$ cat src/rtl/tlb_pkg.sv
// Shared types and constants for the TLB miss/refill controller.
package tlb_pkg;

    typedef enum logic [1:0] {
        S_READY    = 2'd0,
        S_REQUEST  = 2'd1,
        S_WAIT     = 2'd2,
        S_WAIT_INV = 2'd3
    } tlb_state_e;

    localparam logic [1:0] PRV_U = 2'h0;
    localparam logic [1:0] PRV_S = 2'h1;

    function automatic logic [1:0] prv_encode(input logic priv_s);
        return priv_s ? PRV_S : PRV_U;
    endfunction

endpackage

$ cat src/rtl/tlb_miss_ctrl_victim_sel.sv
// Refill victim choice: lowest invalid entry, else the round-robin pointer.
module tlb_victim_sel
    import tlb_pkg::*;
#(
    parameter int ENTRIES = 8,
    localparam int IDX_W  = $clog2(ENTRIES)
) (
    input  logic [ENTRIES-1:0] entry_valid,
    input  logic [IDX_W-1:0]   rr_ptr,
    output logic [IDX_W-1:0]   idx,
    output logic               use_rr
);

    // Scan from the top so the lowest-index free entry is the last to win.
    always_comb begin
        idx    = rr_ptr;
        use_rr = 1'b1;
        for (int i = ENTRIES - 1; i >= 0; i--) begin
            if (!entry_valid[i]) begin
                idx    = IDX_W'(i);
                use_rr = 1'b0;
            end
        end
    end

endmodule

$ cat src/rtl/tlb_miss_ctrl.sv
// Single-outstanding TLB miss controller: PTW request, response wait, registered refill.
// Optional performance counters are enabled with `define TLB_PERF_CNT_EN.
module tlb_miss_ctrl
    import tlb_pkg::*;
#(
    parameter int VPN_W   = 27,
    parameter int PPN_W   = 20,
    parameter int ENTRIES = 8,
    localparam int IDX_W  = $clog2(ENTRIES)
) (
    input  logic               clk,
    input  logic               rst_n,
    input  logic               io_req_valid,
    input  logic [VPN_W-1:0]   io_req_bits_vpn,
    output logic               io_req_ready,
    input  logic               vm_enabled,
    input  logic               priv_s,
    input  logic               tlb_hit,
    input  logic [ENTRIES-1:0] entry_valid,
    output logic               io_resp_miss,
    output logic               io_ptw_req_valid,
    input  logic               io_ptw_req_ready,
    output logic [VPN_W-1:0]   io_ptw_req_bits_vpn,
    output logic [1:0]         io_ptw_req_bits_prv,
    input  logic               io_ptw_resp_valid,
    input  logic [PPN_W-1:0]   io_ptw_resp_bits_ppn,
    input  logic               io_ptw_invalidate,
    output logic               refill_valid,
    output logic [IDX_W-1:0]   refill_idx,
    output logic [VPN_W-1:0]   refill_vpn,
    output logic [PPN_W-1:0]   refill_ppn
`ifdef TLB_PERF_CNT_EN
    ,
    output logic [31:0]        perf_miss_cnt,
    output logic [31:0]        perf_refill_cnt
`endif
);

    tlb_state_e       state_q, state_d;
    logic [VPN_W-1:0] vpn_q, vpn_d;
    logic [1:0]       prv_q, prv_d;
    logic             refill_valid_q, refill_valid_d;
    logic [IDX_W-1:0] refill_idx_q, refill_idx_d;
    logic [VPN_W-1:0] refill_vpn_q, refill_vpn_d;
    logic [PPN_W-1:0] refill_ppn_q, refill_ppn_d;
    logic [IDX_W-1:0] rr_ptr_q, rr_ptr_d;
    logic [IDX_W-1:0] victim_idx;
    logic             victim_use_rr;
    logic             miss_start;

    tlb_victim_sel #(.ENTRIES(ENTRIES)) u_victim_sel (
        .entry_valid (entry_valid),
        .rr_ptr      (rr_ptr_q),
        .idx         (victim_idx),
        .use_rr      (victim_use_rr)
    );

    always_comb begin
        state_d        = state_q;
        vpn_d          = vpn_q;
        prv_d          = prv_q;
        refill_valid_d = 1'b0;
        refill_idx_d   = refill_idx_q;
        refill_vpn_d   = refill_vpn_q;
        refill_ppn_d   = refill_ppn_q;
        rr_ptr_d       = rr_ptr_q;
        miss_start     = 1'b0;
        unique case (state_q)
            S_READY: begin
                if (io_req_valid && vm_enabled && !tlb_hit) begin
                    vpn_d      = io_req_bits_vpn;
                    prv_d      = prv_encode(priv_s);
                    state_d    = S_REQUEST;
                    miss_start = 1'b1;
                end
            end
            // An invalidate wins over a simultaneous PTW handshake: the request is dropped.
            S_REQUEST: begin
                if (io_ptw_invalidate) begin
                    state_d = S_READY;
                end else if (io_ptw_req_ready) begin
                    state_d = S_WAIT;
                end
            end
            S_WAIT: begin
                if (io_ptw_resp_valid) begin
                    state_d = S_READY;
                    if (!io_ptw_invalidate) begin
                        refill_valid_d = 1'b1;
                        refill_idx_d   = victim_idx;
                        refill_vpn_d   = vpn_q;
                        refill_ppn_d   = io_ptw_resp_bits_ppn;
                        if (victim_use_rr) begin
                            rr_ptr_d = (rr_ptr_q == IDX_W'(ENTRIES - 1)) ? '0
                                                                        : rr_ptr_q + IDX_W'(1);
                        end
                    end
                end else if (io_ptw_invalidate) begin
                    state_d = S_WAIT_INV;
                end
            end
            S_WAIT_INV: begin
                if (io_ptw_resp_valid) begin
                    state_d = S_READY;
                end
            end
            default: state_d = S_READY;
        endcase
    end

    always_ff @(posedge clk or negedge rst_n) begin
        if (!rst_n) begin
            state_q        <= S_READY;
            vpn_q          <= '0;
            prv_q          <= '0;
            refill_valid_q <= 1'b0;
            refill_idx_q   <= '0;
            refill_vpn_q   <= '0;
            refill_ppn_q   <= '0;
            rr_ptr_q       <= '0;
        end else begin
            state_q        <= state_d;
            vpn_q          <= vpn_d;
            prv_q          <= prv_d;
            refill_valid_q <= refill_valid_d;
            refill_idx_q   <= refill_idx_d;
            refill_vpn_q   <= refill_vpn_d;
            refill_ppn_q   <= refill_ppn_d;
            rr_ptr_q       <= rr_ptr_d;
        end
    end

    assign io_req_ready        = (state_q == S_READY);
    assign io_ptw_req_valid    = (state_q == S_REQUEST);
    assign io_resp_miss        = io_req_valid & ((state_q != S_READY) | (vm_enabled & ~tlb_hit));
    assign io_ptw_req_bits_vpn = vpn_q;
    assign io_ptw_req_bits_prv = prv_q;
    assign refill_valid        = refill_valid_q;
    assign refill_idx          = refill_idx_q;
    assign refill_vpn          = refill_vpn_q;
    assign refill_ppn          = refill_ppn_q;

`ifdef TLB_PERF_CNT_EN
    logic [31:0] miss_cnt_q, miss_cnt_d;
    logic [31:0] refill_cnt_q, refill_cnt_d;

    always_comb begin
        miss_cnt_d   = miss_cnt_q + {31'd0, miss_start};
        refill_cnt_d = refill_cnt_q + {31'd0, refill_valid_q};
    end

    always_ff @(posedge clk or negedge rst_n) begin
        if (!rst_n) begin
            miss_cnt_q   <= '0;
            refill_cnt_q <= '0;
        end else begin
            miss_cnt_q   <= miss_cnt_d;
            refill_cnt_q <= refill_cnt_d;
        end
    end

    assign perf_miss_cnt   = miss_cnt_q;
    assign perf_refill_cnt = refill_cnt_q;
`else
    logic unused_miss_start;
    assign unused_miss_start = miss_start;
`endif

endmodule
$ cat config.mk
export PLATFORM = sky130hd
export DESIGN_NAME = tlb_miss_ctrl
export DESIGN_NICKNAME = d
export VERILOG_FILES = /design/src/rtl/tlb_pkg.sv /design/src/rtl/tlb_miss_ctrl_victim_sel.sv /design/src/rtl/tlb_miss_ctrl.sv
export SDC_FILE = /design/constraint.sdc
export NUM_CORES = 1
export LEC_CHECK = 0
export CAP_MARGIN = 20
export CORE_ASPECT_RATIO = 1.2
export CORE_MARGIN = 4
export CORE_UTILIZATION = 45
export CTS_BUF_LIST = sky130_fd_sc_hd__clkbuf_2 sky130_fd_sc_hd__clkbuf_4 sky130_fd_sc_hd__clkbuf_8
export CTS_CLUSTER_SIZE = 10
export DETAILED_ROUTE_END_ITERATION = 6
export MAX_ROUTING_LAYER = met4
export PLACE_DENSITY = 0.86
export SYNTH_ARGS = -nofsm -noshare
export SYNTH_HDL_FRONTEND = slang
export SYNTH_SLANG_ARGS = --single-unit
$ cat constraint.sdc
create_clock -name clk -period 4.67 [get_ports clk]
set_clock_uncertainty 0.05 [all_clocks]
set_input_delay 0.7005 -clock clk [delete_from_list [all_inputs] [get_ports clk]]
set_output_delay 0.7005 -clock clk [all_outputs]
set_load 0.02 [all_outputs]
# Word-level counts from Yosys, hierarchy flattened
# Cells that the tools add are included.
[classes]
n_mux = 28
n_shift = 0
reduce_logical = 9
addsub = 1
eq_ne = 8
n_div = 0
n_mul = 0
bitwise = 5
order_cmp = 0
[ops]
columns = ["op", "n"]
rows = [
  ["two-way mux 3 bit", 9],
  ["two-way mux 1 bit", 12],
  ["two-way mux 2 bit", 6],
  ["case mux 2 bit (4 select lines)", 1],
  ["AND reduction 4 bit", 2],
  ["equality test 2 bit (second input constant)", 2],
  ["adder 3 x 1 -> 3 bit (second input constant)", 1],
  ["equality test 3 bit (second input constant)", 1],
  ["inequality test 3 x 1 -> 1 bit (second input constant)", 1],
  ["inequality test 3 bit (second input constant)", 1],
  ["AND reduction 3 bit", 1],
  ["AND 1 bit", 2],
  ["equality test 2 x 1 -> 1 bit (second input constant)", 1],
  ["logical AND 1 bit", 2],
  ["logical NOT 2 bit", 1],
  ["inequality test 2 x 1 -> 1 bit (second input constant)", 1],
  ["inequality test 2 bit (second input constant)", 1],
  ["NOT 1 bit", 2],
  ["AND reduction 2 bit", 1],
  ["nonzero test 2 bit", 1],
  ["logical NOT 1 bit", 1],
  ["OR 1 bit", 1],
]
[word_totals]
mem_bits_rw = 0
wordCells = 59
latchBits = 0
n_memories = 0
mem_bits_ro = 0
reg_bits = 85
inputBits = 64
out_inout_bits = 83

# Logic depth before layout (Yosys ltp)
# Gate-level depths: netlist of the first run.
[depth]
depth_word = 9
ltp_mapped = 7
depth_no_buf = 5

# By module
# Synthesis of the first run repeated with hierarchy kept, for this count alone.
[hier_totals]
cells_unflattened = 209
area_unflattened_um2 = 3407.0
[modules_own_cells]
columns = ["mod", "area_per_inst_um2", "n_inst", "seq_area_each_um2", "cells_each"]
rows = [
  ["tlb_miss_ctrl", 3324.4, 1, 2102.0, 194],
  ["tlb_victim_sel", 82.6, 1, 0.0, 15],
]

# Least setup slack after synthesis of the first run
# Ideal clock, no wire load.
[synth_timing]
path_type = "in2out"
startpoint = "input vm_enabled"
endpoint = "output io_resp_miss"
required_time_ps = 3919
n_path_buf = 0
cell_stages = 2
t_arrival_ps = 1205
setup_slack_ps = 2715
path_cell_list = "and3b_1 o31a_1"
[synth_between]
elab_chain_cells = 3
[synth_rtl]
columns = ["element", "line_no", "source"]
rows = [
  ["start, declared", "tlb_miss_ctrl.sv:16", "input logic vm_enabled,"],
  ["AND 1 bit", "tlb_miss_ctrl.sv:135", "assign io_resp_miss = io_req_valid & ((state_q != S_READY) | (vm_enabled & ~tlb_hit));"],
  ["OR 1 bit", "tlb_miss_ctrl.sv:135", ""],
  ["AND 1 bit", "tlb_miss_ctrl.sv:135", ""],
  ["end, declared", "tlb_miss_ctrl.sv:20", "output logic io_resp_miss,"],
]
# Every way passes these cells.

# Worst setup path after layout of the first run
[layout_timing]
startpoint = "input tlb_hit"
endpoint = "output io_resp_miss"
[layout_between]
elab_chain_cells = 4
[layout_rtl]
columns = ["element", "line_no", "source"]
rows = [
  ["start, declared", "tlb_miss_ctrl.sv:18", "input logic tlb_hit,"],
  ["NOT 1 bit", "tlb_miss_ctrl.sv:135", ""],
  ["AND 1 bit", "tlb_miss_ctrl.sv:135", ""],
  ["OR 1 bit", "tlb_miss_ctrl.sv:135", ""],
  ["AND 1 bit", "tlb_miss_ctrl.sv:135", ""],
]
# Every way passes these cells.

==> impl_results.md, run 1 <==
- Width of the die: 86.06 um
- Number of H-tree levels: 3
- Critical path launch point type: primary input
- CTS tree: built
- Launching instance or port of the critical path: tlb_hit
- Worst-Skew Late Latency: around 350 ps
- Standard cell area after detailed placement: 4797 um^2
- Sequential share of the synthesized area: 63.88%
- Port buffer count: about 150
- Final HPWL DP: ~6000 um
- Fraction of the mapped netlist area in compound gates: between 2 and 2.5%
- Antenna violations before repair: 0
- Instance count of the mapped netlist: 305
- Total number of placement rows: 33
- Maximum count of clock buffers along a single path: 2
- Area share of and/or/nand/nor cells after synthesis: 19.85%
- Adder-cell area share of the yosys netlist: less than 1%
- Number of primary I/O pins: approximately 150
- Initial core utilization: 47.16%
- Crit share post-route: 62.07%
- Area of combinational cells with multiple inputs: 1119 um^2
- Static power due to leakage: between 0.002 and 0.0025 uW
- Synth warnings: 0
- Nets@finish: 516
- Hold Buf Count CTS: 0
- N_diodes: 0
- Commonest cells after routing, fill and taps aside: 145 x sky130_fd_sc_hd__nand2_1, 144 x sky130_fd_sc_hd__clkdlybuf4s50_1, 84 x sky130_fd_sc_hd__dfrtp_1
- Commonest non-fill, non-tap cell in the layout: sky130_fd_sc_hd__nand2_1
- Area of the core: 6978 um^2
- Slowest stage cell on the critical path: sky130_fd_sc_hd__clkdlybuf4s50_1
- FF/Latch Area: about 2100 um^2
- Minimum setup slack after placement: around 1400 ps
- Power per cell area: 508.2 nW/um^2
- Worst EP arrival: 2150 ps
- Start-to-end type of the worst setup path: in2out
- Number of global-route vias before repair: ~2800
- Total congestion overflow after global routing: 0
- CTS-repair resized insts: 0
- Final setup vio count: 0
- Count of buffers added by post-CTS timing repair for setup: 0
- Remaining design rule violation count: 0
- Number of search-and-repair iterations in the first detailed-routing pass: 5
- Fill cell total of the finished layout: 499
- TritonCTS Buffers: 9
- Main combinational cell family by area after synthesis: simple AND/OR/NAND/NOR gates
- Share of cells above drive strength 1: 12.09%
- IR Drop Worst-Case VDD: between 300 and 400 uV
- Headroom to the max-slew limit: 52.13%
- Flop and latch count out of synthesis: 84
- Number of antenna-violating nets in the routed design: 0
- Die Span Y: around 100 um
- Wire per inst: 15.61 um
- Highest achievable clock rate: 345.0 MHz
- XOR/XNOR Fraction of Synth Area: 0%
- Cell area after technology mapping: 3291 um^2
- Via density per instance: 4.939
- First-iteration detailed-routing DRC count: 103
- Area growth, synth to finish: 52.89%
- Crit path cell chain: clkdlybuf4s50_1, and3b_1, o31a_1, clkdlybuf4s50_1
- DR vias: ~2700
- Per-instance average area after synthesis: 10.79 um^2
- Setup slack of the critical path after layout: 1771 ps
- Maximum number of pins on one net before global-route repair: 85
- Final std cell area, no fill: 5031 um^2
- Setup repair after global routing missed its margin: no
- Worst path top cell family by delay: buffers and inverters
- Final core utilization: just over 70%
- CP max stage delay: 540 ps
- Proportion of synthesized area in mux cells: 11.22%
- Max-cap violations: 0
- Crit path required time: 3920 ps
- Outcome: complete, no violations
- Synthesized Nets: 371
- Root cell of the clock tree: sky130_fd_sc_hd__clkbuf_8
- Final-report hold violation count: 0
- GRT Util Overall: 20.51%
- Reg2reg start: state_q[0]
- Worst path bufs/invs: 2
- Number of max-slew violations in the final report: 0
- Clock transition time at the flip-flop clock pins of the worst setup and hold paths: 90 ps
- Worst-path fanout max: 3
- Crit. End Element: output pin
- Total Wirelength: 8459 um
- Cell with the most instances on the worst path: sky130_fd_sc_hd__clkdlybuf4s50_1
- Time the final worst path needs with I/O delays and setup: 2899 ps
- Type of the most critical hold path: in2async
- Accumulated negative setup slack: 0 ps
- Count of different cell masters after synthesis: 28
- Final weighted congestion in routability-driven placement: 0.7723
- Total Die Area: 8750 um^2
- Clock sink count: 84
- Slew of the pin with the lowest slew margin: roughly 720 ps
- Wire length of the first global-routing pass: 13340 um
[layer usage]
metal	vias up	global-route usage, %	part of all wire (%)
li1	1265	-	-
met2	102	35.31	52
met3	17	4.719	7.1
met4	0	8.892	2.4
met1	1293	22.66	39
met5	-	-	0
[cell usage after synthesis]
master	count	area [um^2]
sky130_fd_sc_hd__nor2_1	4	15.01
sky130_fd_sc_hd__nand3_4	1	17.52
sky130_fd_sc_hd__o31ai_1	1	7.510
sky130_fd_sc_hd__buf_2	5	25.02
sky130_fd_sc_hd__nand4_1	1	6.260
sky130_fd_sc_hd__mux2i_1	2	20.02
sky130_fd_sc_hd__nor2b_1	1	6.260
sky130_fd_sc_hd__ha_1	2	25.02
sky130_fd_sc_hd__nor4_4	1	21.27
sky130_fd_sc_hd__nand3b_1	2	15.01
sky130_fd_sc_hd__clkbuf_1	6	22.52
sky130_fd_sc_hd__inv_1	3	11.26
sky130_fd_sc_hd__o31a_1	1	8.760
sky130_fd_sc_hd__dfrtp_1	84	2102
sky130_fd_sc_hd__conb_1	1	3.750
sky130_fd_sc_hd__nor2_2	1	6.260
sky130_fd_sc_hd__and3b_1	1	8.760
sky130_fd_sc_hd__o21ai_0	3	15.01
sky130_fd_sc_hd__nand2_2	1	6.260
sky130_fd_sc_hd__o22ai_1	1	6.260
sky130_fd_sc_hd__nand2b_1	1	6.260
sky130_fd_sc_hd__a31oi_1	2	12.51
sky130_fd_sc_hd__a31o_2	1	8.760
sky130_fd_sc_hd__o41ai_1	1	8.760
sky130_fd_sc_hd__buf_1	1	3.750
sky130_fd_sc_hd__nand2_1	145	544.3
sky130_fd_sc_hd__mux2_2	31	349.1
sky130_fd_sc_hd__buf_4	1	7.510
[state kept, by name, summed over array words and instances (netlist names)]
name / count
refill_idx: 3
io_ptw_req_bits_vpn: 27
state_q: 2
io_ptw_req_bits_prv: 1
refill_valid: 1
rr_ptr_q: 3
refill_vpn: 27
refill_ppn: 20
[power breakdown]
| part | internal [uW] | switching, uW |
|---|---|---|
| logic | 492 | 486 |
| clock network | 269 | 251 |
| registers | 930 | 130 |
[final cells by class]
class                      instances  share of cell area (%)
clock buffer                      11                   2.885
clock inverter                     5                   1.219
inverter                           3                  0.2238
multi-input combinational        205                   22.23
sequential                        84                   41.78
tap                               87                   2.164
timing repair buffer             147                   29.50
[final timing paths]
| path | end | slack [ps] | cells past startpoint |
|---|---|---|---|
| min in group clk | refill_vpn[24] | 430 | 2 |
| worst min-delay path | io_ptw_req_bits_vpn[10] | 130 | 1 |
| worst max register to register | refill_vpn[3] | 2150 | 6 |
| worst min register to register | refill_vpn[24] | 430 | 2 |
| worst max-delay path | io_resp_miss | 1770 | 4 |
| max in group asynchronous | refill_ppn[14] | 3850 | 2 |
[cells by family after synthesis]
logic type / Yosys count
buffers and inverters: 16
AOI/OAI and AO/OA: 10
muxes: 33
adders and majority gates: 2
other: 1
DFF: 84
and+or+nand+nor: 159
[stage by stage]
stage	hold slack (ps)	cells	power, uW
final	126.2	542	2557
after global routing	118.7	542	2683
after CTS	433.0	541	2579
after detailed placement	412.2	525	2054
after global placement	406.4	525	2021
after floorplan	354.9	305	1491
(Power assumes the default switching activity.)
==> run 2, diff against run 1 <==
--- a/config.mk
+++ b/config.mk
@@ -8,12 +8,12 @@
 export CAP_MARGIN = 20
 export CORE_ASPECT_RATIO = 1.2
 export CORE_MARGIN = 4
-export CORE_UTILIZATION = 45
+export CORE_UTILIZATION = 43
 export CTS_BUF_LIST = sky130_fd_sc_hd__clkbuf_2 sky130_fd_sc_hd__clkbuf_4 sky130_fd_sc_hd__clkbuf_8
 export CTS_CLUSTER_SIZE = 10
 export DETAILED_ROUTE_END_ITERATION = 6
 export MAX_ROUTING_LAYER = met4
-export PLACE_DENSITY = 0.86
+export PLACE_DENSITY = 0.83
 export SYNTH_ARGS = -nofsm -noshare
 export SYNTH_HDL_FRONTEND = slang
 export SYNTH_SLANG_ARGS = --single-unit
==> constraint.sdc (replaced) <==
create_clock -name clk -period 2.8 [get_ports clk]
set_clock_uncertainty 0.05 [all_clocks]
set_input_delay 0.42 -clock clk [delete_from_list [all_inputs] [get_ports clk]]
set_output_delay 0.42 -clock clk [all_outputs]
set_load 0.02 [all_outputs]
==> impl_results.md, run 2 (synthesis gave the netlist of run 1 again) <==
- Slowest stage cell on the critical path: sky130_fd_sc_hd__clkdlybuf4s50_1 (unchanged)
- Total Die Area: 9122 um^2 (was 8750 um^2)
- Number of max-slew violations in the final report: 0 (unchanged)
- Worst-path fanout max: 3 (unchanged)
- Final-report hold violation count: 0 (unchanged)
- Count of cells along the worst register-to-register path: 4 (was 6)
- Accumulated negative setup slack: 0 ps (unchanged)
- Start-to-end type of the worst setup path: in2out (unchanged)
- Crit share post-route: between 80 and 90%
- CP max stage delay: 590 ps (was 540 ps)
- Total congestion overflow after global routing: 0 (unchanged)
- Setup repair after global routing missed its margin: no (unchanged)
- Worst EP arrival: 1850 ps (was 2150 ps)
- Busiest metal layer after global routing: met2 (unchanged)
- Number of primary I/O pins: 147 (unchanged)
- Critical Path Sink: io_resp_miss (unchanged)
- Root cell of the clock tree: sky130_fd_sc_hd__clkbuf_8 (unchanged)
- First-iteration detailed-routing DRC count: 112 (was 103)
- Fill cell total of the finished layout: 562 (was 499)
- Number of antenna-violating nets in the routed design: 0 (unchanged)
- Port buffer count: 145 (unchanged)
- Sum of internal, switching and leakage power: 4325 uW (was 2557 uW)
- Met1 Usage GRT: 23.13% (was 22.66%)
- Launching instance or port of the critical path: io_req_valid (was tlb_hit)
- Crit path cell chain: clkdlybuf4s50_1, and3b_1, o31a_1, clkdlybuf4s50_1 (unchanged)
- Static power due to leakage: 0.002414 uW (was 0.002386 uW)
- Clock transition time at the flip-flop clock pins of the worst setup and hold paths: 90 ps (about the same)
- End of the worst register-to-register path: rr_ptr_q[2] (was refill_vpn[3])
- Slew of the pin with the lowest slew margin: 506.2 ps (was 715.6 ps)
- Final weighted congestion in routability-driven placement: 0.7956 (was 0.7723)
- Met2 GRT Util: 31.57% (was 35.31%)
- Final setup vio count: 0 (unchanged)
- Area growth, synth to finish: 54.56% (was 52.89%)
- GRT Util Overall: 19.08% (was 20.51%)
- Share of cells above drive strength 1: 12.64% (was 12.09%)
- Maximum count of clock buffers along a single path: 2 (unchanged)
- Max-cap violations: 0 (unchanged)
- Total number of placement rows: 34 (was 33)
- Final HPWL DP: 5952 um (was 6141 um)
- DR vias: 2654 (was 2677)
- Number of global-route vias before repair: 2709 (was 2791)
- CTS tree: built (unchanged)
- Met3 usage: 5.560% (was 4.719%)
- Critical path launch point type: primary input (unchanged)
- Width of the die: 87.86 um (was 86.06 um)
- Power per cell area: 850.4 nW/um^2 (was 508.2 nW/um^2)
- Setup slack of the most critical reg-to-reg path: 1070 ps (was 2150 ps)
- Number of H-tree levels: 3 (unchanged)
- Commonest non-fill, non-tap cell in the layout: sky130_fd_sc_hd__nand2_1 (unchanged)
- Worst-Skew Late Latency: 330 ps (was 350 ps)
- Time the final worst path needs with I/O delays and setup: 2316 ps
- Initial core utilization: 44.71% (was 47.16%)
- Highest achievable clock rate: 431.8 MHz
- Number of search-and-repair iterations in the first detailed-routing pass: 4 (was 5)
- Area of the core: 7360 um^2 (was 6978 um^2)
- Total Wirelength: 8209 um (was 8459 um)
- Hold Buf Count CTS: 0 (unchanged)
- Cell with the most instances on the worst path: sky130_fd_sc_hd__clkdlybuf4s50_1 (unchanged)
- Crit path required time: 2330 ps (was 3920 ps)
- Clock sink count: 84 (unchanged)
- CTS-repair resized insts: 0 (unchanged)
- TritonCTS Buffers: 9 (unchanged)
- Wire per inst: 14.95 um (was 15.61 um)
- Nets@finish: 520 (was 516)
- N_diodes: 0 (unchanged)
- Maximum number of pins on one net before global-route repair: 85 (unchanged)
- Crit. End Element: output pin (unchanged)
- Headroom to the max-slew limit: 66.26% (was 52.13%)
- Antenna violations before repair: 0 (unchanged)
- Reg2reg start: state_q[0] (unchanged)
- Commonest cells after routing, fill and taps aside: 145 x sky130_fd_sc_hd__nand2_1, 144 x sky130_fd_sc_hd__clkdlybuf4s50_1, 84 x sky130_fd_sc_hd__dfrtp_1 (unchanged)
- Die Span Y: 103.8 um (was 101.7 um)
- Via density per instance: 4.834 (was 4.939)
- Count of buffers added by post-CTS timing repair for setup: 0 (unchanged)
- IR Drop Worst-Case VDD: 459.4 uV (was 338.1 uV)
- Wire length of the first global-routing pass: 13310 um (was 13340 um)
- Remaining design rule violation count: 0 (unchanged)
- Outcome: complete, no violations (unchanged)
- Type of the most critical hold path: reg2reg (was in2async)
run 2: final cells by class:
cell class	instances	area (um^2)	area share, %
Inverter	3	11.26	0.2214
Multi-Input combinational cell	205	1119	21.99
Tap cell	90	112.6	2.214
Timing Repair Buffer	151	1516	29.82
Clock buffer	10	137.6	2.706
Clock inverter	6	87.58	1.722
Sequential cell	84	2102	41.33
run 2: where the power goes:
part	internal, uW	total (uW)	switching [uW]
Sequential	1550	1760	204
Clock	525	941	416
Combinational	824	1630	805
Total	2900	4330	1430
run 2: per-layer routing:
metal  vias up  share of wire (%)  wire length (um)
met5         -                  0                 0
met4         0                1.2               101
li1       1275                  -                 -
met2       101                 52              4234
met1      1265                 39              3214
met3        13                8.0               659
run 2: worst min path at each step:
| stage | startpoint | end | slack (ps) | cells after the start |
|---|---|---|---|---|
| 2_1_floorplan | rst_n | io_ptw_req_bits_prv[0] | 70 | 0 |
| 3_3_place_gp | refill_ppn[18] | refill_ppn[18] | 410 | 2 |
| 3_5_place_dp | refill_vpn[5] | refill_vpn[5] | 410 | 2 |
| 4_1_cts | rst_n | io_ptw_req_bits_vpn[9] | 240 | 1 |
| 5_1_grt | refill_vpn[3] | refill_vpn[3] | 450 | 2 |
| 6_report | refill_ppn[12] | refill_ppn[12] | 430 | 2 |
run 2: stage by stage:
step                      instance area (um^2)  std cells  utilization, %  hold WS [ps]  setup WS, ps
after floorplan                           3291        305               -         74.41          1097
after global placement                    4823        531           65.54         407.4         491.8
after detailed placement                  4823        531           65.54         410.9         489.4
final                                     5086        549           69.11         426.7         484.1
after global routing                      5086        549           69.11         449.4         425.5
after CTS                                 5049        547           68.60         244.9         486.4
run 2: critical path: cells and delay by family:
kind | cells | cell delay [ps]
and+or+nand+nor | 1 | 210
buffers and inverters | 2 | 1080
AOI/OAI and AO/OA | 1 | 130
